<file path="src/rtl/stereo_capture_arbiter.sv">
// Captures a left and a right camera frame into one shared frame buffer write port.
// Each channel runs IDLE/ACTIVE/DONE; a round-robin arbiter grants one pixel per cycle.
module stereo_capture_arbiter #(
    parameter int unsigned DATA_W = 8,
    parameter int unsigned COLS   = 64,
    parameter int unsigned ROWS   = 48,
    parameter int unsigned ADDR_W = 13
) (
    input  logic              clk,
    input  logic              rst_n,
    input  logic              l_start,
    input  logic              r_start,
    input  logic              l_clear,
    input  logic              r_clear,
    input  logic              l_valid,
    input  logic [DATA_W-1:0] l_data,
    output logic              l_ready,
    input  logic              r_valid,
    input  logic [DATA_W-1:0] r_data,
    output logic              r_ready,
    output logic              mem_we,
    output logic [ADDR_W-1:0] mem_addr,
    output logic [DATA_W-1:0] mem_wdata,
    output logic              l_busy,
    output logic              r_busy,
    output logic              l_done,
    output logic              r_done
);

    localparam int unsigned       FRAME_PIX = COLS * ROWS;
    localparam int unsigned       CNT_W     = $clog2(FRAME_PIX);
    localparam logic [CNT_W-1:0]  LAST_PIX  = CNT_W'(FRAME_PIX - 1);
    localparam logic [ADDR_W-1:0] R_BASE    = ADDR_W'(FRAME_PIX);
    localparam logic              GRANT_L   = 1'b0;
    localparam logic              GRANT_R   = 1'b1;

    typedef enum logic [1:0] {
        IDLE   = 2'd0,
        ACTIVE = 2'd1,
        DONE   = 2'd2
    } ch_state_t;

    ch_state_t        l_state, l_state_nxt, r_state, r_state_nxt;
    logic [CNT_W-1:0] l_cnt, l_cnt_nxt, r_cnt, r_cnt_nxt;
    logic             last_grant, last_grant_nxt;
    logic             elig_l, elig_r, grant_l, grant_r;

    // Clear removes a channel from arbitration in the same cycle it is asserted.
    always_comb begin
        elig_l  = l_valid && (l_state == ACTIVE) && !l_clear;
        elig_r  = r_valid && (r_state == ACTIVE) && !r_clear;
        grant_l = elig_l && (!elig_r || (last_grant == GRANT_R));
        grant_r = elig_r && (!elig_l || (last_grant == GRANT_L));
    end

    assign l_ready = grant_l;
    assign r_ready = grant_r;
    assign l_busy  = (l_state == ACTIVE);
    assign r_busy  = (r_state == ACTIVE);
    assign l_done  = (l_state == DONE);
    assign r_done  = (r_state == DONE);

    always_comb begin
        l_state_nxt    = l_state;
        l_cnt_nxt      = l_cnt;
        r_state_nxt    = r_state;
        r_cnt_nxt      = r_cnt;
        last_grant_nxt = last_grant;

        if (grant_l) begin
            last_grant_nxt = GRANT_L;
        end else if (grant_r) begin
            last_grant_nxt = GRANT_R;
        end

        if (l_clear) begin
            l_state_nxt = IDLE;
            l_cnt_nxt   = '0;
        end else begin
            case (l_state)
                IDLE: begin
                    if (l_start) begin
                        l_state_nxt = ACTIVE;
                        l_cnt_nxt   = '0;
                    end
                end
                ACTIVE: begin
                    if (grant_l) begin
                        if (l_cnt == LAST_PIX) begin
                            l_state_nxt = DONE;
                        end else begin
                            l_cnt_nxt = l_cnt + CNT_W'(1);
                        end
                    end
                end
                DONE:    l_state_nxt = DONE;
                default: l_state_nxt = IDLE;
            endcase
        end

        if (r_clear) begin
            r_state_nxt = IDLE;
            r_cnt_nxt   = '0;
        end else begin
            case (r_state)
                IDLE: begin
                    if (r_start) begin
                        r_state_nxt = ACTIVE;
                        r_cnt_nxt   = '0;
                    end
                end
                ACTIVE: begin
                    if (grant_r) begin
                        if (r_cnt == LAST_PIX) begin
                            r_state_nxt = DONE;
                        end else begin
                            r_cnt_nxt = r_cnt + CNT_W'(1);
                        end
                    end
                end
                DONE:    r_state_nxt = DONE;
                default: r_state_nxt = IDLE;
            endcase
        end
    end

    // Reset leaves last_grant on the right so the left wins the first tie.
    always_ff @(posedge clk or negedge rst_n) begin
        if (!rst_n) begin
            l_state    <= IDLE;
            r_state    <= IDLE;
            l_cnt      <= '0;
            r_cnt      <= '0;
            last_grant <= GRANT_R;
        end else begin
            l_state    <= l_state_nxt;
            r_state    <= r_state_nxt;
            l_cnt      <= l_cnt_nxt;
            r_cnt      <= r_cnt_nxt;
            last_grant <= last_grant_nxt;
        end
    end

    // Write port: address and data hold their last values when idle.
    always_ff @(posedge clk or negedge rst_n) begin
        if (!rst_n) begin
            mem_we    <= 1'b0;
            mem_addr  <= '0;
            mem_wdata <= '0;
        end else begin
            mem_we <= grant_l || grant_r;
            if (grant_l) begin
                mem_addr  <= ADDR_W'(l_cnt);
                mem_wdata <= l_data;
            end else if (grant_r) begin
                mem_addr  <= R_BASE + ADDR_W'(r_cnt);
                mem_wdata <= r_data;
            end
        end
    end

endmodule

</file>
<file path="config.mk">
export PLATFORM = sky130hd
export DESIGN_NAME = stereo_capture_arbiter
export DESIGN_NICKNAME = d
export VERILOG_FILES = /design/src/rtl/stereo_capture_arbiter.sv
export SDC_FILE = /design/constraint.sdc
export NUM_CORES = 1
export LEC_CHECK = 0
export ABC_AREA = 1
export BUFFER_PORTS_ARGS = -buffer_cell sky130_fd_sc_hd__buf_4
export CAP_MARGIN = 20
export CORE_UTILIZATION = 37
export CTS_CLUSTER_DIAMETER = 50
export CTS_CLUSTER_SIZE = 40
export DETAILED_ROUTE_END_ITERATION = 8
export GPL_ROUTABILITY_DRIVEN = 0
export PLACE_DENSITY = 0.56
export SLEW_MARGIN = 0
export SYNTH_ARGS = -nofsm -noshare
export SYNTH_HDL_FRONTEND = slang
export SYNTH_SLANG_ARGS = --single-unit
export TNS_END_PERCENT = 10
</file>
<file path="constraint.sdc">
create_clock -name clk -period 1.9 [get_ports clk]
set_clock_uncertainty 0.1 [all_clocks]
set_input_delay 0.38 -clock clk [delete_from_list [all_inputs] [get_ports clk]]
set_output_delay 0.38 -clock clk [all_outputs]
set_load 0.01 [all_outputs]
</file>
# After elaboration in Yosys (flattened, before gate mapping)
# Cells that the tools add are included.
# totals
output_inout_bits,28
in_bits,24
ff_bits,51
word_cells,74
# classes
n_reduce_logical,22
mux,26
n_eq_ne,14
n_bitwise,1
addsub,3
# op_table
op,count
$mux 12,8
$pmux 12 s2,2
$mux 13,2
$add 12x1->12 const B,2
$eq 12x12->1 const B,2
$mux 2,8
$mux 8,2
$add 12x12->13 const A,1
$ne 3x2->1 const B,4
$ne 3x3->1 const B,4
$pmux 2 s3,2
$reduce_and 4->1,2
$logic_and 1x1->1,6
$reduce_and 3->1,2
$reduce_bool 3->1,2
$eq 2x1->1 const B,2
$eq 2x2->1 const B,2
$logic_not 1->1,4
$logic_not 2->1,2
$logic_or 1x1->1,3
$mux 1,2
$reduce_bool 2->1,1
$not 1->1,1

# Longest topological paths before layout
# logic_depth
depth_word,9
mapped_depth,12
ltp_nobuf,11

# Least setup slack after synthesis
# Ideal clock, no wire load.
# synth_path
path_kind,register to output
start,reg l_state[1]
end,out l_ready
t_required_ps,1420
arrival_ps,1281
path_stages_with_launch,8
setup_slack_ps,139
path_buffers,1
cell_sequence,dfrtp_1 inv_1 ha_1 nand2_1 nor2_1 nand2_1 nand2_1 buf_2
# synth_between
elab_chain_cells,4
# synth_lines
element,line,text
"start, declared",43,"ch_state_t l_state, l_state_nxt, r_state, r_state_nxt;"
"start signal, assigned",136,l_state <= l_state_nxt;
$eq 2x1->1,--,
via l_busy,24,"output logic l_busy,"
$logic_and 1x1->1 (2 in series),50,elig_l = l_valid && (l_state == ACTIVE) && !l_clear;
$logic_and 1x1->1,52,grant_l = elig_l && (!elig_r || (last_grant == GRANT_R));
"end, declared",17,"output logic l_ready,"
# The timed path passes the listed nets, and every way through them passes these cells.

# Final worst setup path
# layout_path
start,reg r_state[1]
end,out l_ready
# layout_between
elab_chain_cells,6
# layout_lines
element,line,text
"start, declared",43,
"start signal, assigned",137,r_state <= r_state_nxt;
$eq 2x1->1,51,elig_r = r_valid && (r_state == ACTIVE) && !r_clear;
$logic_and 1x1->1 (2 in series),51,
$logic_not 1->1,52,
$logic_or 1x1->1,52,
$logic_and 1x1->1,52,
# Every way passes these cells.

==> results.cfg <==
[outcome]
status = complete, but fails checks
violations = negative hold slack

[synthesis]
synthMuxAreaShare_pct = 0
synth_xor_area_share_pct = 1.442
yosysWarnings = 0
ys_ff_latch = 51
yosysSeqAreaShare_pct = 42.05
synth-simple-area-share_pct = 37.60
synth_top_family_by_area = simple AND/OR/NAND/NOR gates
netlist_area_um2 = 3038
syn-instance-count = 436
syn_avg_cell_area_um2 = 6.968
synth_cell_types = 27
synth_compound_area_share_pct = 6.796
syn_nets = 470
synthAdderAreaFrac_pct = 4.119

[sta]
whs_ps = -2.473
slew_violations = 0
hold_viol = 2
rsz0062_at_grt = yes
worstMarginPinSlew_ps = 652.3
maxSlewHeadroom_pct = 56.51
fin_ws_ps = 19.53
setup_viol = 0
fin_crit_ps = 1880
period_share_pct = 98.97
max_freq_ghz = 0.5318

[layout]
drive_gt1_share_pct = 19.51
layout_common_cells = nand2_1 (182), nor2_1 (64), buf_4 (58), dfrtp_1 (50), inv_1 (33)
area_growth_pct = 22.78
final_common_cell = nand2_1
finalNetCount = 525
fin_area_um2 = 3730
insertedDiodeCount = 0

[detailed_routing]
routed-wl-met3_um = 344
drc = 0
wl_mm = 7.093
routed-wl-met2_mm = 3.081
wl_per_cell_um = 11.94
ant_nets = 0
viasPerCell = 4.721
drtIter0Drc = 135
firstDrtPassIters = 5
vias = 2804
top_layer_used = met4
met1_length_mm = 3.616

[critical_path]
end_kind = primary output
start_kind = flop
crit_fanout = 5
worstPathRequired_ps = 1420
crit_type = reg -> out
arrival_ps = 1400
r2r_slack_ps = 160

[floorplan]
coreArea_um2 = 7848
die_area_um2 = 8577
initial_core_util_pct = 38.71
die-width_um = 92.61
num_rows = 32
die_h_um = 92.61
io_pins = 52

[min_path]
hold_class = in -> async

[pwr]
p_total_mw = 4.314
power_leakage_nw = 1.861
power.density_nw_per_um2 = 1157
peakVddDrop_mv = 0.5890

[job]
drv_cap = 0

[place]
place_area_um2 = 3542
place_hpwl_mm = 5.089
port_buffers = 51
place_ws_ps = -124.2

[clocking]
cts_max_level = 2
cts_buffers = 5
cts_sinks = 51
clock_tree.root_cell = clkbuf_8
cts_hold_buf = 0
clockBufferDepth = 2
clk_pin_slew_ps = 100
insertion_delay_ps = 300
cts_tree = built

[global_route]
grt_max_degree = 52
track_usage_pct = 18.18
overflow = 0
antenna_found_initial = 0
grt_pass1_wl_mm = 12.57
grt_pass1_vias = 2679
==> layout make-up <==
class,instances,area (um^2)
clock buffers,6,82.58
repair buffers,62,506.7
inverters,40,150.1
clock inverters,2,16.27
multi-input cells,331,1569
well taps,102,127.6
fillers,827,4118
flip-flops and latches,51,1277
==> registers in the layout, indices dropped and copies added, names as in the netlist <==
name / cells
mem_we: 1
last_grant: 1
mem_addr: 13
mem_wdata: 8
l_cnt: 12
r_state: 2
l_state: 2
r_cnt: 12
==> critical path, cell delays in order, from the launching register on <==
cell and delay [ps]:
dfrtp_1 410, inv_2 90, ha_4 160, nand3_2 110, nand2_1 120, nand2_2 70, buf_4 140
==> path summary, 6_finish.rpt <==
kind,from,endpoint,cells past startpoint
worst max register to register,r_state[1],r_cnt[11],12
min in group clk,r_data[7],mem_wdata[7],3
worst max-delay path,r_state[1],l_ready,6
worst min-delay path,rst_n,mem_wdata[3],1
max in group asynchronous,rst_n,mem_addr[12],1
worst min register to register,r_cnt[11],r_cnt[11],2
==> cells in the mapped netlist (all sizes together) <==
master	count	area (um^2)
inv	40	150.2
a21oi	6	30.03
nand3b	2	15.01
nand3	14	70.07
buf	13	88.83
dfstp	1	26.28
xor2	3	26.28
a31oi	21	131.4
nand2	187	711.9
clkbuf	1	3.750
nor2	71	302.8
ha	10	125.1
o21ai	9	45.04
dfrtp	50	1251
nand4	4	31.28
xnor2	2	17.52
or2	1	6.260
nor3	1	5.000
==> metal layers <==
| layer | vias to the layer above | GRT usage [%] |
|---|---|---|
| li1 | 1467 | - |
| met1 | 1259 | 25.82 |
| met2 | 74 | 29.14 |
| met3 | 4 | 3.038 |
| met4 | 0 | 3.846 |
| met5 | - | 0 |
==> repair_timing <==
action	4_1_cts	5_1_grt
buffers inserted	5	0
gates cloned	0	0
pin swaps	2	0
setup endpoints to repair	17	26
resized for setup	8	4
==> power breakdown <==
group / leakage (nW) / total (mW) / switching, mW / internal (mW)
clock network: 0.0474 / 0.677 / 0.379 / 0.298
logic: 1.16 / 2.06 / 1.15 / 0.906
registers: 0.651 / 1.58 / 0.191 / 1.39
total: 1.86 / 4.31 / 1.72 / 2.59
==> per-stage QoR <==
| step | instances | utilization, % | TNS (ps) |
|---|---|---|---|
| 6_report | 594 | 47.53 | 0 |
| 5_1_grt | 594 | 47.53 | -152.7 |
| 4_1_cts | 594 | 47.29 | 0 |
| 3_5_place_dp | 581 | 45.14 | -1369 |
| 3_3_place_gp | 581 | 45.14 | -197.2 |
| 2_1_floorplan | 436 | - | 0 |
==> cell families after synthesis <==
group,Yosys count
AO/OA/AOI/OAI,36
XOR/XNOR,5
adder cells (fa/ha/maj),10
buffers and inverters,54
flip-flops,51
AND/OR/NAND/NOR,280
(Power assumes the default switching activity.)
